[src/rtl/vga_tile_timing_pkg.sv]
// vga_tile_timing_pkg: shared 640x480 timing constants and tile-grid geometry
// used by the timing generator and the map/sprite renderer.
package vga_tile_timing_pkg;
    localparam int VGA_H_SYNC    = 92;
    localparam int VGA_H_BACK    = 50;
    localparam int VGA_H_DISPLAY = 640;
    localparam int VGA_H_FRONT   = 18;
    localparam int VGA_V_SYNC    = 2;
    localparam int VGA_V_BACK    = 33;
    localparam int VGA_V_DISPLAY = 480;
    localparam int VGA_V_FRONT   = 10;
    localparam int VGA_H_LINE    = VGA_H_SYNC + VGA_H_BACK + VGA_H_DISPLAY + VGA_H_FRONT;
    localparam int VGA_V_FRAME   = VGA_V_SYNC + VGA_V_BACK + VGA_V_DISPLAY + VGA_V_FRONT;
    localparam int TILE_SHIFT    = 5;
    localparam logic [9:0] TILE_MASK = 10'((1 << TILE_SHIFT) - 1);
    localparam int GRID_W        = VGA_H_DISPLAY >> TILE_SHIFT;
    localparam int GRID_H        = VGA_V_DISPLAY >> TILE_SHIFT;
endpackage

[src/rtl/sync_delay_line.sv]
// sync_delay_line: DEPTH x WIDTH shift register with a synchronous reset value;
// DEPTH=0 degenerates to a wire.
module sync_delay_line #(
    parameter int DEPTH = 2,
    parameter int WIDTH = 3
) (
    input  logic             i_Clk,
    input  logic             i_Reset,
    input  logic [WIDTH-1:0] rst_val,
    input  logic [WIDTH-1:0] d,
    output logic [WIDTH-1:0] q
);
    generate
        if (DEPTH == 0) begin : g_wire
            assign q = d;
        end else begin : g_sr
            logic [WIDTH-1:0] sr [DEPTH];
            always_ff @(posedge i_Clk) begin
                if (i_Reset) begin
                    for (int i = 0; i < DEPTH; i++) sr[i] <= rst_val;
                end else begin
                    sr[0] <= d;
                    for (int i = 1; i < DEPTH; i++) sr[i] <= sr[i-1];
                end
            end
            assign q = sr[DEPTH-1];
        end
    endgenerate
endmodule

[src/rtl/vga_tile_timing.sv]
// vga_tile_timing: VGA sync plus tile-grid coordinates for the renderer.
// Define VGA_TIMING_GAME_TICK_EN to build the frame counter and game-tick divider.
module vga_tile_timing
    import vga_tile_timing_pkg::*;
#(
    parameter int H_SYNC     = VGA_H_SYNC,
    parameter int H_BACK     = VGA_H_BACK,
    parameter int H_DISPLAY  = VGA_H_DISPLAY,
    parameter int H_FRONT    = VGA_H_FRONT,
    parameter int V_SYNC     = VGA_V_SYNC,
    parameter int V_BACK     = VGA_V_BACK,
    parameter int V_DISPLAY  = VGA_V_DISPLAY,
    parameter int V_FRONT    = VGA_V_FRONT,
`ifdef VGA_TIMING_GAME_TICK_EN
    parameter int TICK_DIV   = 4,
`endif
    parameter int SYNC_DELAY = 2
) (
    input  logic       i_Clk,
    input  logic       i_Reset,
    output logic       o_VGA_HSync,
    output logic       o_VGA_VSync,
    output logic       o_Active_Dly,
    output logic       o_Active,
    output logic [4:0] o_Cell_X,
    output logic [3:0] o_Cell_Y,
    output logic [4:0] o_Pix_X,
    output logic [4:0] o_Pix_Y,
    output logic       o_Line_Start,
    output logic       o_Frame_Start,
    output logic       o_Game_Tick,
    output logic [7:0] o_Frame_Count
);
    localparam int H_LINE  = H_SYNC + H_BACK + H_DISPLAY + H_FRONT;
    localparam int V_FRAME = V_SYNC + V_BACK + V_DISPLAY + V_FRONT;
    localparam int H_ACT   = H_SYNC + H_BACK;
    localparam int V_ACT   = V_SYNC + V_BACK;

    logic [9:0] h, v, x, y;
    logic       h_last, v_last, act, frame_start, hs0, vs0;

    assign h_last      = h == 10'(H_LINE - 1);
    assign v_last      = v == 10'(V_FRAME - 1);
    assign x           = h - 10'(H_ACT);
    assign y           = v - 10'(V_ACT);
    assign act         = h >= 10'(H_ACT) && h < 10'(H_ACT + H_DISPLAY) &&
                         v >= 10'(V_ACT) && v < 10'(V_ACT + V_DISPLAY);
    assign frame_start = h == '0 && v == '0;

    always_ff @(posedge i_Clk) begin
        if (i_Reset) begin
            h <= '0;
            v <= '0;
        end else begin
            h <= h_last ? '0 : h + 10'd1;
            if (h_last) v <= v_last ? '0 : v + 10'd1;
        end
    end

    // Stage 0: everything the renderer addresses with is registered from the counters.
    always_ff @(posedge i_Clk) begin
        if (i_Reset) begin
            hs0           <= 1'b1;
            vs0           <= 1'b1;
            o_Active      <= 1'b0;
            o_Cell_X      <= '0;
            o_Cell_Y      <= '0;
            o_Pix_X       <= '0;
            o_Pix_Y       <= '0;
            o_Line_Start  <= 1'b0;
            o_Frame_Start <= 1'b0;
        end else begin
            hs0           <= h >= 10'(H_SYNC);
            vs0           <= v >= 10'(V_SYNC);
            o_Active      <= act;
            o_Cell_X      <= act ? 5'(x >> TILE_SHIFT) : '0;
            o_Cell_Y      <= act ? 4'(y >> TILE_SHIFT) : '0;
            o_Pix_X       <= act ? 5'(x & TILE_MASK) : '0;
            o_Pix_Y       <= act ? 5'(y & TILE_MASK) : '0;
            o_Line_Start  <= act && h == 10'(H_ACT);
            o_Frame_Start <= frame_start;
        end
    end

    // Sync idles high and active idles low while the pipe refills after reset.
    sync_delay_line #(.DEPTH(SYNC_DELAY), .WIDTH(3)) u_dly (
        .i_Clk   (i_Clk),
        .i_Reset (i_Reset),
        .rst_val (3'b110),
        .d       ({hs0, vs0, o_Active}),
        .q       ({o_VGA_HSync, o_VGA_VSync, o_Active_Dly})
    );

`ifdef VGA_TIMING_GAME_TICK_EN
    logic [7:0] tick_div;

    always_ff @(posedge i_Clk) begin
        if (i_Reset) begin
            tick_div      <= '0;
            o_Frame_Count <= '0;
            o_Game_Tick   <= 1'b0;
        end else begin
            o_Game_Tick <= frame_start && tick_div == 8'(TICK_DIV - 1);
            if (frame_start) begin
                o_Frame_Count <= o_Frame_Count + 8'd1;
                tick_div      <= tick_div == 8'(TICK_DIV - 1) ? '0 : tick_div + 8'd1;
            end
        end
    end
`else
    assign o_Frame_Count = '0;
    assign o_Game_Tick   = o_Frame_Start;
`endif
endmodule
[config.mk]
export PLATFORM = sky130hd
export DESIGN_NAME = vga_tile_timing
export DESIGN_NICKNAME = d
export VERILOG_FILES = /design/src/rtl/vga_tile_timing_pkg.sv /design/src/rtl/sync_delay_line.sv /design/src/rtl/vga_tile_timing.sv
export SDC_FILE = /design/constraint.sdc
export NUM_CORES = 1
export LEC_CHECK = 0
export CAP_MARGIN = 20
export CORE_ASPECT_RATIO = 1.5
export CORE_UTILIZATION = 45
export DETAILED_ROUTE_END_ITERATION = 8
export DONT_BUFFER_PORTS = 1
export GPL_TIMING_DRIVEN = 0
export MAX_ROUTING_LAYER = met4
export SYNTH_ARGS = -nofsm -noshare
export SYNTH_HDL_FRONTEND = slang
export SYNTH_SLANG_ARGS = --single-unit
[constraint.sdc]
create_clock -name i_Clk -period 3.1 [get_ports i_Clk]
set_input_delay 0.62 -clock i_Clk [delete_from_list [all_inputs] [get_ports i_Clk]]
set_output_delay 0.62 -clock i_Clk [all_outputs]
set_load 0.02 [all_outputs]
==> flow_metrics.py, run 1 <==
metrics = {
    "status": {
        "status": "finished clean",
    },
    "setup_path": {
        "crit_type": "reg -> reg",
        "worstSetupEndpointType": "flip-flop",
        "cp_max_fo": 10,
        "rr_startpoint": "v[1]",
        "cp.arrival_ps": 2800,
        "cp.required_ps": 3270,
        "r2r-end": "o_Cell_X[1]",
        "cp-start-kind": "flip-flop",
        "reg2reg_depth": 7,
        "rrSetupSlack_ps": 470,
    },
    "yosys": {
        "synthTopCellsByCount": "dfxtp_1, nor2_1, nor3_1",
        "synth_top_area_cell": "dfxtp_1",
        "yosysTopAreaCellShare_pct": 43.81,
        "yosysUniqueCellTypes": 43,
        "ys_warn_count": 0,
        "avgSynthCellArea_um2": 8.787,
        "synth_seq_cells": 50,
        "synth_edf_count": 0,
        "synthFlopType": "dfxtp_1",
        "synthArstFlopShare_pct": 0,
        "synthTopCellsByArea": "dfxtp_1, xnor2_1, nor3_1, nor2_1, ha_1",
        "synthesis.area_um2": 2285,
        "yosysMostFrequentCell": "dfxtp_1",
        "synth_seq_area_share_pct": 43.81,
        "synth_cells": 260,
    },
    "clock_network": {
        "tritoncts": "built",
        "htree_levels": 2,
        "path_clk_slew_ps": 90,
        "cts.repair.resized": 0,
        "clk_path_buf_depth": 2,
        "cts_sinks": 50,
        "hold_buffers": 0,
        "numCtsBuffers": 5,
        "post_cts_buffers": 0,
        "clock_latency_ps": 300,
        "cts-root-buf": "clkbuf_8",
    },
    "finish": {
        "n_fill_cell": 495,
        "multiInputGateArea_um2": 1094,
        "antenna_cells": 0,
        "drive_gt1_share_pct": 10.58,
        "final_area_um2": 2501,
        "area_growth_pct": 9.474,
        "stdcell_count": 340,
        "register_area_um2": 1001,
        "nets": 283,
    },
    "routing": {
        "postRouteAntennaNets": 0,
        "dr.pass1.iters": 4,
        "viasPerCell": 5.141,
        "drc": 0,
        "initialDrtViolationCount": 75,
        "wl_per_cell_um": 14.32,
        "vias": 1748,
        "wirelength_mm": 4.868,
    },
    "power_and_ir_drop": {
        "power.density_nw_per_um2": 463.5,
        "switching_share_pct": 21.74,
        "ir_drop_uv": 241.8,
        "p_sw_w": 0.0002520,
        "intPower_w": 0.0009073,
        "combPwrFrac_pct": 4.3,
        "leakage_nw": 0.9029,
        "seq_power_share_pct": 57.0,
        "pwr-share-clk_pct": 38.8,
    },
    "global_route": {
        "grt_pass1_wl_mm": 8.107,
        "grt_use_total_pct": 20.96,
        "antenna_found_initial": 0,
        "grt_pass1_vias": 1704,
        "grt_max_degree": 16,
        "grt-ovfl-total": 0,
    },
    "floorplanning": {
        "io-pin-count": 36,
        "die_height_um": 89.27,
        "fp.coreArea_um2": 4848,
        "die_area_um2": 5372,
        "initial_core_util_pct": 47.12,
        "row_count": 31,
        "dieWidth_um": 60.18,
    },
    "placement": {
        "dp_slack_ps": 536.2,
        "dp_hpwl_mm": 3.468,
        "place_congestion": 0.8276,
        "place_area_um2": 2394,
        "numPortBuffers": 0,
        "dpl.cell_count": 333,
    },
    "min_path": {
        "hold_path_depth": 1,
        "worstHoldStart": "u_dly.g_sr.sr[0][2]",
        "hp-class": "reg -> reg",
        "hold_end": "u_dly.g_sr.sr[0][5]",
    },
    "sta": {
        "maxSlewViolCount": 0,
        "hold_ws_ps": 409.3,
        "min_period_ps": 2633,
        "fin_ws_ps": 467.3,
        "fmax_ghz": 0.3798,
        "rsz0062_at_grt": "no",
        "worst_slew_pin_slew_ps": 736.1,
        "hold_viol_final": 0,
        "slew-limit-headroom_pct": 50.55,
        "final-setup-viol-count": 0,
        "finalCritPeriodShare_pct": 84.93,
        "setup-tns-final_ps": 0,
        "fin_skew_ps": 6.291,
    },
    "flow_run": {
        "drv_cap": 0,
    },
}
-- power by group through the flow --
stage / Sequential [W] / Clock [W] / Combinational [W]
final: 0.000660 / 0.000449 / 0.0000495
after global routing: 0.000662 / 0.000481 / 0.0000562
after CTS: 0.000661 / 0.000460 / 0.0000499
after detailed placement: 0.000676 / 0 / 0.0000498
after global placement: 0.000676 / 0 / 0.0000495
after floorplan: 0.000674 / 0 / 0.0000426
-- worst max-delay path by stage --
stage	startpoint	to	slack [ps]	cells past startpoint
after floorplan	h[0]	v[8]	1050	6
after global placement	v[0]	o_Cell_X[4]	550	7
after detailed placement	v[0]	o_Cell_X[4]	540	7
after CTS	v[1]	o_Cell_X[4]	510	7
after global routing	v[0]	o_Cell_X[1]	290	7
final	v[1]	o_Cell_X[1]	470	7
-- routing by layer --
metal / part of all wire [%] / track usage [%]
met5: 0 / -
met4: 1.5 / 9.725
met3: 3.1 / 3.618
met2: 54 / 34.67
met1: 41 / 24.15
-- through the flow --
step | utilization [%] | total power (W)
after floorplan | - | 0.0007161
after global placement | 49.37 | 0.0007254
after detailed placement | 49.37 | 0.0007259
after CTS | 51.59 | 0.001171
after global routing | 51.59 | 0.001199
final | 51.59 | 0.001159
-- sequential cells by signal, summed over array words and instances, names as in the netlist --
signal	flops
o_Line_Start	1
h	10
o_Cell_X	5
hs0	1
u_dly.g_sr.sr	6
o_Pix_Y	5
o_Frame_Start	1
v	10
vs0	1
o_Pix_X	5
o_Cell_Y	4
o_Active	1
-- placed cells by master, fill, tap and decap left out, types with 2 or more instances in the layout --
master and n:
buf_2 2, nand3_1 15, nand2_1 9, nor3_1 23, inv_1 10, nor2b_1 3, o21bai_1 2, or3_1 2
xnor2_1 19, mux2i_1 2, dfxtp_1 50, nand2b_1 2, nand4_1 7, buf_1 2, conb_1 8, o31ai_1 2
buf_6 3, clkbuf_8 5, a21oi_1 12, o21ai_0 2, a311oi_1 4, nor4_1 6, buf_4 9, clkbuf_1 16
ha_1 7, nor2_1 25, xor2_1 4, or2_2 4, or4_1 2
-- critical path: stages (launching register included) --
cell	delay, ps
dfxtp_1	420
ha_1	220
clkbuf_1	230
o41ai_1	590
a21oi_1	140
o21bai_1	300
clkbuf_1	470
nor3_1	140
-- kinds of logic (layout without fill, tap and decap cells) --
family | count (synthesis) | count (layout) | share of synthesized area [%]
compound gates | 29 | 29 | 8.653
xor+xnor | 23 | 23 | 8.817
fa+ha+maj | 7 | 7 | 3.833
buf+inv | 42 | 49 | 9.474
flops | 50 | 50 | 43.81
mux | 2 | 2 | 0.8763
other cells | 1 | 8 | 0.1641
simple gates | 106 | 106 | 24.37
-- cell type report --
| class | count | share of cell area, % |
|---|---|---|
| sequential | 50 | 40.02 |
| clock inverter | 2 | 1.551 |
| multi-input combinational | 175 | 43.72 |
| tap | 66 | 3.302 |
| clock buffer | 5 | 2.751 |
| buffer | 32 | 7.154 |
| inverter | 10 | 1.501 |
No activity file was read; power rests on OpenSTA's default activity.
==> inputs of run 2 (changes only) <==
==> constraint.sdc (replaced) <==
create_clock -name i_Clk -period 2.14 [get_ports i_Clk]
set_input_delay 0.428 -clock i_Clk [delete_from_list [all_inputs] [get_ports i_Clk]]
set_output_delay 0.428 -clock i_Clk [all_outputs]
set_load 0.02 [all_outputs]
==> flow_metrics.py, run 2 (synthesis gave the netlist of run 1 again) <==
metrics = {
    "status": {
        "status": "finished clean",
    },
    "global_route": {
        "grt_pass1_vias": 1709,
        "grt_pass1_wl_mm": 8.093,
        "grt_use_total_pct": 20.92,
        "grt-ovfl-total": 0,
        "grt_max_degree": 16,
        "antenna_found_initial": 0,
    },
    "routing": {
        "drc": 0,
        "met1_length_mm": 2.093,
        "wl_per_cell_um": 14.83,
        "highest_layer": "met4",
        "initialDrtViolationCount": 68,
        "dr.pass1.iters": 4,
        "postRouteAntennaNets": 0,
        "wirelength_mm": 4.967,
        "viasPerCell": 5.316,
        "vias": 1781,
        "met3_length_um": 96,
        "wl_met2_mm": 2.664,
    },
    "placement": {
        "place_congestion": 0.8276,
        "numPortBuffers": 0,
        "dp_hpwl_mm": 3.468,
        "dp_slack_ps": -423.8,
    },
    "power_and_ir_drop": {
        "pwr-share-clk_pct": 38.9,
        "ir_drop_uv": 354.8,
        "combPwrFrac_pct": 4.4,
        "switching_share_pct": 22.14,
        "p_sw_w": 0.0003743,
        "power.density_nw_per_um2": 653.3,
        "intPower_w": 0.001316,
        "leakage_nw": 0.9325,
        "seq_power_share_pct": 56.7,
    },
    "clock_network": {
        "numCtsBuffers": 5,
        "cts_sinks": 50,
        "clock_latency_ps": 310,
        "clk_path_buf_depth": 2,
        "path_clk_slew_ps": 90,
        "cts-root-buf": "clkbuf_8",
        "tritoncts": "built",
        "htree_levels": 2,
    },
    "sta": {
        "fin_ws_ps": 48.95,
        "fin_skew_ps": 7.223,
        "rsz0062_at_grt": "no",
        "hold_viol_final": 0,
        "fmax_ghz": 0.4782,
        "maxSlewViolCount": 0,
        "min_period_ps": 2091,
        "setup-tns-final_ps": 0,
        "slew-limit-headroom_pct": 61.67,
        "worst_slew_pin_slew_ps": 574.9,
        "hold_ws_ps": 409.2,
        "final-setup-viol-count": 0,
        "finalCritPeriodShare_pct": 97.71,
    },
    "floorplanning": {
        "io-pin-count": 36,
        "die_area_um2": 5372,
        "die_height_um": 89.27,
        "row_count": 31,
        "dieWidth_um": 60.18,
        "fp.coreArea_um2": 4848,
        "initial_core_util_pct": 47.12,
    },
    "setup_path": {
        "cp-start-kind": "flip-flop",
        "cp.arrival_ps": 2330,
        "setup.worst_path.start": "h[5]",
        "cp.required_ps": 2380,
        "worstSetupEndpointType": "flip-flop",
        "cp_max_fo": 7,
        "crit_type": "reg -> reg",
        "rr_startpoint": "h[5]",
    },
    "finish": {
        "final_cell_mix": "dfxtp_1, nor2_1, nor3_1",
        "area_growth_pct": 13.25,
        "largestRegisters": "h (10), v (10), u_dly.g_sr.sr (6)",
        "antenna_cells": 0,
        "nets": 278,
        "layout_commonest_cell": "dfxtp_1",
        "drive_gt1_share_pct": 18.22,
    },
    "min_path": {
        "hp-class": "reg -> reg",
        "worstHoldStart": "u_dly.g_sr.sr[0][2]",
    },
    "flow_run": {
        "drv_cap": 0,
    },
}
[run 2: changes by cell type in the layout (fill, tap and decap cells not counted), moves of 3 or more]
cell / before / now
clkbuf_1: 16 / 6
dfxtp_1: 50 / 46
buf_4: 9 / 12
clkbuf_2: 0 / 3
dfxtp_2: 0 / 3
[run 2: routing by layer]
layer  up-vias  global-route usage, %
met3        11                  3.763
li1        890                      -
met1       855                  23.68
met5         -                      -
met4         0                  10.15
met2        25                  34.77
[run 2: cell type report]
class / count / area, µm²
inverters: 10 / 37.54
repair buffers: 2 / 15.01
clock inverters: 2 / 38.79
multi-input cells: 175 / 1171
clock buffers: 5 / 68.82
well taps: 66 / 82.58
plain buffers: 25 / 165.2
fillers: 487 / 2261
flip-flops and latches: 50 / 1008
[run 2: worst max-delay path, stage by stage (launching register included)]
cell     delay [ps]
dfxtp_1         320
buf_6           130
or3_4           380
buf_6           140
or3_1           310
buf_6           130
or4_4           500
a21oi_2         120
[run 2: through the flow]
step	power (W)	instance area, µm²	util, %	instances
2_1_floorplan	0.001037	2311	-	267
3_3_place_gp	0.001051	2394	49.37	333
3_5_place_dp	0.001052	2394	49.37	333
4_1_cts	0.001699	2544	52.46	335
5_1_grt	0.001743	2587	53.37	335
6_report	0.001690	2587	53.37	335
[run 2: repair_timing]
item / 4_1_cts / 5_1_grt
pin swaps: 0 / 2
hold buffers: 0 / 0
resized for setup: 17 / 11
endpoints found under the setup margin: 28 / 19
buffers inserted: 0 / 2
[run 2: power groups by stage]
stage | sequential, W | clock (W) | combinational [W]
CTS | 0.000958 | 0.000667 | 0.0000737
floorplan | 0.000976 | 0 | 0.0000617
detailed placement | 0.000979 | 0 | 0.0000722
finish | 0.000959 | 0.000658 | 0.0000742
global route | 0.000961 | 0.000698 | 0.0000840
global placement | 0.000979 | 0 | 0.0000717
[run 2: final timing paths]
check	cells past startpoint	end	slack (ps)
setup reg to reg	7	v[8]	50
hold reg to reg	1	u_dly.g_sr.sr[0][5]	410
hold / removal	1	u_dly.g_sr.sr[0][5]	410
setup / recovery	7	v[8]	50
